### src/rtl/cache_pkg.sv
// Shared types and constants for the SDRAM burst arbiter: FSM encoding,
// requester count and default block geometry.
package cache_pkg;

  typedef enum logic [1:0] {
    IDLE   = 2'b00,
    SETUP  = 2'b01,
    STROBE = 2'b10,
    DONE   = 2'b11
  } state_t;

  localparam int NUM_REQ         = 2;
  localparam int BLOCKSIZE_W_DEF = 5;
  localparam int ADDR_W_DEF      = 16;

  function automatic logic [NUM_REQ-1:0] id_to_onehot(input logic id);
    return id ? 2'b10 : 2'b01;
  endfunction

endpackage

### src/rtl/sdram_burst_arbiter_if.sv
// Requester/SDRAM-side signal bundle of the burst arbiter.
interface sdram_burst_arbiter_if
  import cache_pkg::*;
#(
  parameter int BLOCKSIZE_W = BLOCKSIZE_W_DEF,
  parameter int ADDR_W      = ADDR_W_DEF
);
  // Handshake: req[i] is a level held by requester i until it sees done[i];
  // gnt[i] is high for the whole burst, done[i] pulses once in the last
  // cycle, and req[i] must be low from the following edge on.
  logic [NUM_REQ-1:0]            req;
  logic [NUM_REQ-1:0]            wr;
  logic [ADDR_W-1:0]             base_addr0;
  logic [ADDR_W-1:0]             base_addr1;
  logic [NUM_REQ-1:0]            gnt;
  logic [NUM_REQ-1:0]            done;
  logic [BLOCKSIZE_W-1:0]        offset;
  logic [ADDR_W+BLOCKSIZE_W-1:0] sdram_addr;
  logic                          wr_rd_sdram;
  logic                          memstrb;
  logic                          busy;

  modport master (
    output req, wr, base_addr0, base_addr1,
    input  gnt, done, offset, sdram_addr, wr_rd_sdram, memstrb, busy
  );

  modport slave (
    input  req, wr, base_addr0, base_addr1,
    output gnt, done, offset, sdram_addr, wr_rd_sdram, memstrb, busy
  );
endinterface

### src/rtl/rr_arb2.sv
// Two-way round-robin pick: a lone request wins outright, a tie goes to the
// requester that was not served last.
module rr_arb2 (
  input  logic [1:0] req_i,
  input  logic       last_i,
  output logic [1:0] win_o
);
  always_comb begin
    win_o = req_i;
    if (req_i == 2'b11) begin
      win_o = last_i ? 2'b01 : 2'b10;
    end
  end
endmodule

### src/rtl/sdram_burst_arbiter.sv
// Grants the SDRAM port to one of two block requesters and sequences the
// whole burst: offset counter, one strobe per word, direction and done.
module sdram_burst_arbiter
  import cache_pkg::*;
#(
  parameter int BLOCKSIZE_W = BLOCKSIZE_W_DEF,
  parameter int ADDR_W      = ADDR_W_DEF
) (
  input  logic                  clk,
  input  logic                  rst_n,
  sdram_burst_arbiter_if.slave  bus,
  output state_t                dbg_state_o
);

  localparam logic [BLOCKSIZE_W-1:0] OFF_LAST = {BLOCKSIZE_W{1'b1}};
  localparam logic [BLOCKSIZE_W-1:0] OFF_ONE  = {{(BLOCKSIZE_W-1){1'b0}}, 1'b1};

  state_t                 state_q, state_d;
  logic                   id_q, id_d;
  logic                   last_q, last_d;
  logic [ADDR_W-1:0]      base_q, base_d;
  logic [BLOCKSIZE_W-1:0] offset_q, offset_d;
  logic [NUM_REQ-1:0]     gnt_q, gnt_d;
  logic [NUM_REQ-1:0]     done_q, done_d;
  logic                   memstrb_q, memstrb_d;
  logic                   busy_q, busy_d;
  logic                   wr_rd_q, wr_rd_d;
  logic [NUM_REQ-1:0]     win;

  rr_arb2 u_arb (
    .req_i  (bus.req),
    .last_i (last_q),
    .win_o  (win)
  );

  // Output registers are loaded with the values of the state being entered,
  // so every output is a flop that lines up with dbg_state_o.
  always_comb begin
    state_d   = state_q;
    id_d      = id_q;
    last_d    = last_q;
    base_d    = base_q;
    offset_d  = offset_q;
    gnt_d     = gnt_q;
    done_d    = '0;
    memstrb_d = 1'b0;
    busy_d    = busy_q;
    wr_rd_d   = wr_rd_q;
    case (state_q)
      IDLE: begin
        if (|bus.req) begin
          id_d     = win[1];
          base_d   = win[1] ? bus.base_addr1 : bus.base_addr0;
          wr_rd_d  = bus.wr[win[1]];
          offset_d = '0;
          gnt_d    = win;
          busy_d   = 1'b1;
          state_d  = SETUP;
        end
      end
      SETUP: begin
        memstrb_d = 1'b1;
        state_d   = STROBE;
      end
      STROBE: begin
        if (offset_q == OFF_LAST) begin
          done_d  = id_to_onehot(id_q);
          state_d = DONE;
        end else begin
          offset_d = offset_q + OFF_ONE;
          state_d  = SETUP;
        end
      end
      DONE: begin
        last_d   = id_q;
        gnt_d    = '0;
        busy_d   = 1'b0;
        wr_rd_d  = 1'b0;
        offset_d = '0;
        state_d  = IDLE;
      end
      default: state_d = IDLE;
    endcase
  end

  always_ff @(posedge clk or negedge rst_n) begin
    if (!rst_n) begin
      state_q   <= IDLE;
      id_q      <= 1'b0;
      last_q    <= 1'b1;
      base_q    <= '0;
      offset_q  <= '0;
      gnt_q     <= '0;
      done_q    <= '0;
      memstrb_q <= 1'b0;
      busy_q    <= 1'b0;
      wr_rd_q   <= 1'b0;
    end else begin
      state_q   <= state_d;
      id_q      <= id_d;
      last_q    <= last_d;
      base_q    <= base_d;
      offset_q  <= offset_d;
      gnt_q     <= gnt_d;
      done_q    <= done_d;
      memstrb_q <= memstrb_d;
      busy_q    <= busy_d;
      wr_rd_q   <= wr_rd_d;
    end
  end

  assign bus.gnt         = gnt_q;
  assign bus.done        = done_q;
  assign bus.offset      = offset_q;
  assign bus.sdram_addr  = {base_q, offset_q};
  assign bus.wr_rd_sdram = wr_rd_q;
  assign bus.memstrb     = memstrb_q;
  assign bus.busy        = busy_q;
  assign dbg_state_o     = state_q;

endmodule

### src/flat_wrapper.sv
// flat-port wrapper written by rule: the top's interface ports become plain ports
module sdram_burst_arbiter_flat import cache_pkg::*;
#(
  parameter int BLOCKSIZE_W = BLOCKSIZE_W_DEF,
  parameter int ADDR_W      = ADDR_W_DEF
)
  (clk, rst_n, dbg_state_o, bus_req, bus_wr, bus_base_addr0, bus_base_addr1, bus_gnt, bus_done, bus_offset, bus_sdram_addr, bus_wr_rd_sdram, bus_memstrb, bus_busy);
  sdram_burst_arbiter_if #(.BLOCKSIZE_W(BLOCKSIZE_W), .ADDR_W(ADDR_W)) bus_i ();
  input  logic clk;
  input  logic rst_n;
  output state_t dbg_state_o;
  input wire logic [$bits(bus_i.req)-1:0] bus_req;
  input wire logic [$bits(bus_i.wr)-1:0] bus_wr;
  input wire logic [$bits(bus_i.base_addr0)-1:0] bus_base_addr0;
  input wire logic [$bits(bus_i.base_addr1)-1:0] bus_base_addr1;
  output wire logic [$bits(bus_i.gnt)-1:0] bus_gnt;
  output wire logic [$bits(bus_i.done)-1:0] bus_done;
  output wire logic [$bits(bus_i.offset)-1:0] bus_offset;
  output wire logic [$bits(bus_i.sdram_addr)-1:0] bus_sdram_addr;
  output wire logic [$bits(bus_i.wr_rd_sdram)-1:0] bus_wr_rd_sdram;
  output wire logic [$bits(bus_i.memstrb)-1:0] bus_memstrb;
  output wire logic [$bits(bus_i.busy)-1:0] bus_busy;
  assign bus_i.req = bus_req;
  assign bus_i.wr = bus_wr;
  assign bus_i.base_addr0 = bus_base_addr0;
  assign bus_i.base_addr1 = bus_base_addr1;
  assign bus_gnt = bus_i.gnt;
  assign bus_done = bus_i.done;
  assign bus_offset = bus_i.offset;
  assign bus_sdram_addr = bus_i.sdram_addr;
  assign bus_wr_rd_sdram = bus_i.wr_rd_sdram;
  assign bus_memstrb = bus_i.memstrb;
  assign bus_busy = bus_i.busy;
  sdram_burst_arbiter #(.BLOCKSIZE_W(BLOCKSIZE_W), .ADDR_W(ADDR_W)) u_core (.clk(clk), .rst_n(rst_n), .bus(bus_i), .dbg_state_o(dbg_state_o));
endmodule
### config.mk
export PLATFORM = sky130hd
export DESIGN_NAME = sdram_burst_arbiter_flat
export DESIGN_NICKNAME = d
export VERILOG_FILES = /design/src/rtl/cache_pkg.sv /design/src/rtl/sdram_burst_arbiter_if.sv /design/src/rtl/rr_arb2.sv /design/src/rtl/sdram_burst_arbiter.sv /design/src/flat_wrapper.sv
export SDC_FILE = /design/constraint.sdc
export NUM_CORES = 1
export LEC_CHECK = 0
export CAP_MARGIN = 0
export CORE_MARGIN = 5
export CORE_UTILIZATION = 41
export CTS_CLUSTER_SIZE = 12
export DETAILED_ROUTE_END_ITERATION = 10
export GPL_ROUTABILITY_DRIVEN = 0
export HOLD_SLACK_MARGIN = 0.08
export PLACE_DENSITY = 0.8
export SETUP_SLACK_MARGIN = 0.2
export SLEW_MARGIN = 20
export SYNTH_ARGS = -nofsm -noshare
export SYNTH_HDL_FRONTEND = slang
export SYNTH_SLANG_ARGS = --single-unit
### constraint.sdc
create_clock -name clk -period 2.2 [get_ports clk]
set_input_delay 0.22 -clock clk [delete_from_list [all_inputs] [get_ports clk]]
set_output_delay 0.22 -clock clk [all_outputs]
set_load 0.01 [all_outputs]
==> flow_summary.ini <==
[critical_path]
path_delay_family = adder cells
worst_ep_required_time_ns = 2.38
critPathMaxFanout = 11
path_cells = ha_1 > and3_1 > ha_1 > and4b_1 > nand3_1 > o21ai_1 > a22o_1
crit_top_cell = ha_1
crit_path_start_kind = flop
crit_buf_inv = 0
worstPathArrival_ns = 2.00
path_class = reg2reg
cp_slowest_stage_delay_ns = 0.44
slowest_stage = dfrtp_1
cp-end-kind = flop

[timing]
drv_slew = 0
whs_ns = 0.329
tns_ns = 0
max_freq_ghz = 0.548
period_share = 0.829
finalSetupViolCount = 0
worstMarginPinSlew_ns = 0.398
slew_headroom = 0.734
finalClockSkew_ns = 0.00665
worst_slack_ns = 0.376
hold_viol_final = 0
min_period_ns = 1.82
rsz0062_at_grt = false

[cts]
cts_resized = 0
worst_skew_pair.late_latency_ns = 0.28
clock_path_buffers = 2
cts_tree = yes
clk_pin_slew_worst_paths_ns = 0.07
numCtsBuffers = 5
post_cts_buffers = 0
cts.sinks = 32
hold_buffers = 0
htree_levels = 2
clock-root-buffer = clkbuf_8

[floorplanning]
io_pins = 73
initial_utilization = 0.427
die_y_um = 72.0
dieArea_um2 = 5190
die_x_um = 72.0
core_area_um2 = 3690
num_rows = 22

[placed_design]
io_buffers = 72
place_ws_ns = 0.336
placed_area_um2 = 2310
dp_hpwl_mm = 2.80

[detailed_routing]
drtAntennaViolNets = 0
route.detailed.drc = 0
wl_per_cell_um = 13.8
via_count = 1277
drt_iter0_drc = 40
avgViaCountPerCell = 4.71
firstDrtPassIters = 4
drt_wl_total_mm = 3.75

[logic_synthesis]
synth-seq-cells = 32
synthCells = 152
netlist_area_um2 = 1580
netlist-cell-type-count = 28
syn_nets = 196
syn_area_per_cell_um2 = 10.4
yosysWarnings = 0
ys_seq_area_frac = 0.509

[grt]
grt_pass1_wl_mm = 5.94
antenna_found_initial = 0
track_usage = 0.151
grt_pass1_vias = 1241
grt_max_degree = 33
grt_overflow = 0

[final_layout]
diodes = 0
fin_area_um2 = 2430
finalNetCount = 266
area_growth_pct = 54.4
final_layout_size_suffix_gt1_frac = 0.0852

[pwr]
peakVddDrop_uv = 708
p_leak_nw = 1.09
cellPowerDensity_nw_per_um2 = 1230

[run]
maxCapViolCount = 0

[min_path]
hold_path.class = in2async

[outcome]
outcome = finished, final reports clean
==> path summary, 6_finish.rpt <==
check	slack, ns	endpoint	from	cells after the start
worst min-delay path	0.33	u_core.bus.offset[1]	rst_n	2
min in group clk	0.48	u_core.base_q[0]	u_core.base_q[0]	2
worst max-delay path	0.38	u_core.bus.offset[3]	u_core.bus.offset[0]	7
worst min register to register	0.48	u_core.base_q[0]	u_core.base_q[0]	2
max in group asynchronous	1.55	u_core.last_q	rst_n	2
worst max register to register	0.38	u_core.bus.offset[3]	u_core.bus.offset[0]	7
==> layout make-up <==
type	count	area [um^2]
Multi-Input combinational cell	102	677
Fill cell	332	1250
Timing Repair Buffer	76	751
Tap cell	48	60.1
Clock buffer	7	96.3
Clock inverter	1	30.0
Sequential cell	32	802
Inverter	5	18.8
==> sequential cells by signal (all words and copies together) (netlist names) <==
| register | count |
|---|---|
| u_core.id_q | 1 |
| u_core.bus.memstrb | 1 |
| u_core.last_q | 1 |
| u_core.bus.offset | 5 |
| u_core.dbg_state_o | 2 |
| u_core.base_q | 16 |
| u_core.bus.gnt | 2 |
| u_core.bus.wr_rd_sdram | 1 |
| u_core.bus.done | 2 |
| u_core.bus.busy | 1 |
==> cells in the mapped netlist <==
| cell type | n | area (um^2) |
|---|---|---|
| ha_1 | 6 | 75.1 |
| and3_1 | 2 | 12.5 |
| nand3_1 | 1 | 5.00 |
| buf_4 | 6 | 45.0 |
| o21ai_0 | 19 | 95.1 |
| o21ai_2 | 1 | 8.76 |
| o21ai_1 | 5 | 25.0 |
| buf_2 | 2 | 10.0 |
| o31ai_1 | 1 | 7.51 |
| and4b_1 | 1 | 10.0 |
| clkbuf_1 | 3 | 11.3 |
| mux2_2 | 1 | 11.3 |
| or3b_1 | 1 | 8.76 |
| buf_6 | 2 | 22.5 |
| a22o_1 | 6 | 52.6 |
| inv_1 | 5 | 18.8 |
| a21boi_1 | 1 | 7.51 |
| nor2_1 | 2 | 7.51 |
| nand2_2 | 1 | 6.26 |
| nand3b_1 | 3 | 22.5 |
| nand2b_1 | 2 | 12.5 |
| o22a_1 | 1 | 8.76 |
| dfstp_2 | 1 | 26.3 |
| dfrtp_1 | 31 | 776 |
| mux2i_1 | 17 | 170 |
| nand2_1 | 29 | 109 |
| a31oi_1 | 1 | 6.26 |
| a21oi_1 | 1 | 5.00 |
==> power by group <==
part           switching [W]  internal, W
clock               0.000214     0.000399
sequential          0.000160     0.000842
combinational       0.000643     0.000734
total                0.00102      0.00198
==> stage by stage <==
stage / instances / power (W) / util
2_1_floorplan: 152 / 0.00172 / -
3_3_place_gp: 263 / 0.00238 / 0.625
3_5_place_dp: 263 / 0.00241 / 0.625
4_1_cts: 271 / 0.00304 / 0.659
5_1_grt: 271 / 0.00322 / 0.660
6_report: 271 / 0.00299 / 0.660
==> cell families after synthesis <==
group,share of synthesized area
buf+inv,0.0683
simple gates,0.123
fa+ha+maj,0.0476
compound gates,0.137
flops,0.509
mux,0.115
==> placed cells by master (no fill, tap or decap), drive strengths merged <==
cell,instances
o22a,1
mux2,1
bufinv,1
inv,5
o21ai,25
nor2,2
a31oi,1
buf,4
nand3b,3
dfrtp,31
clkdlybuf4s50,72
nand2,30
or3b,1
nand3,1
a22o,6
and4b,1
a21oi,1
clkbuf,7
o31ai,1
nand2b,2
ha,6
and3,2
mux2i,17
a21boi,1
dfstp,1
==> metal layers <==
metal / part of all wire / GRT usage
met3: 0.058 / 0.0388
met5: 0 / 0
met4: 0.018 / 0.0814
met1: 0.43 / 0.192
met2: 0.50 / 0.234
Note: power is estimated with default switching activity, not from simulation.
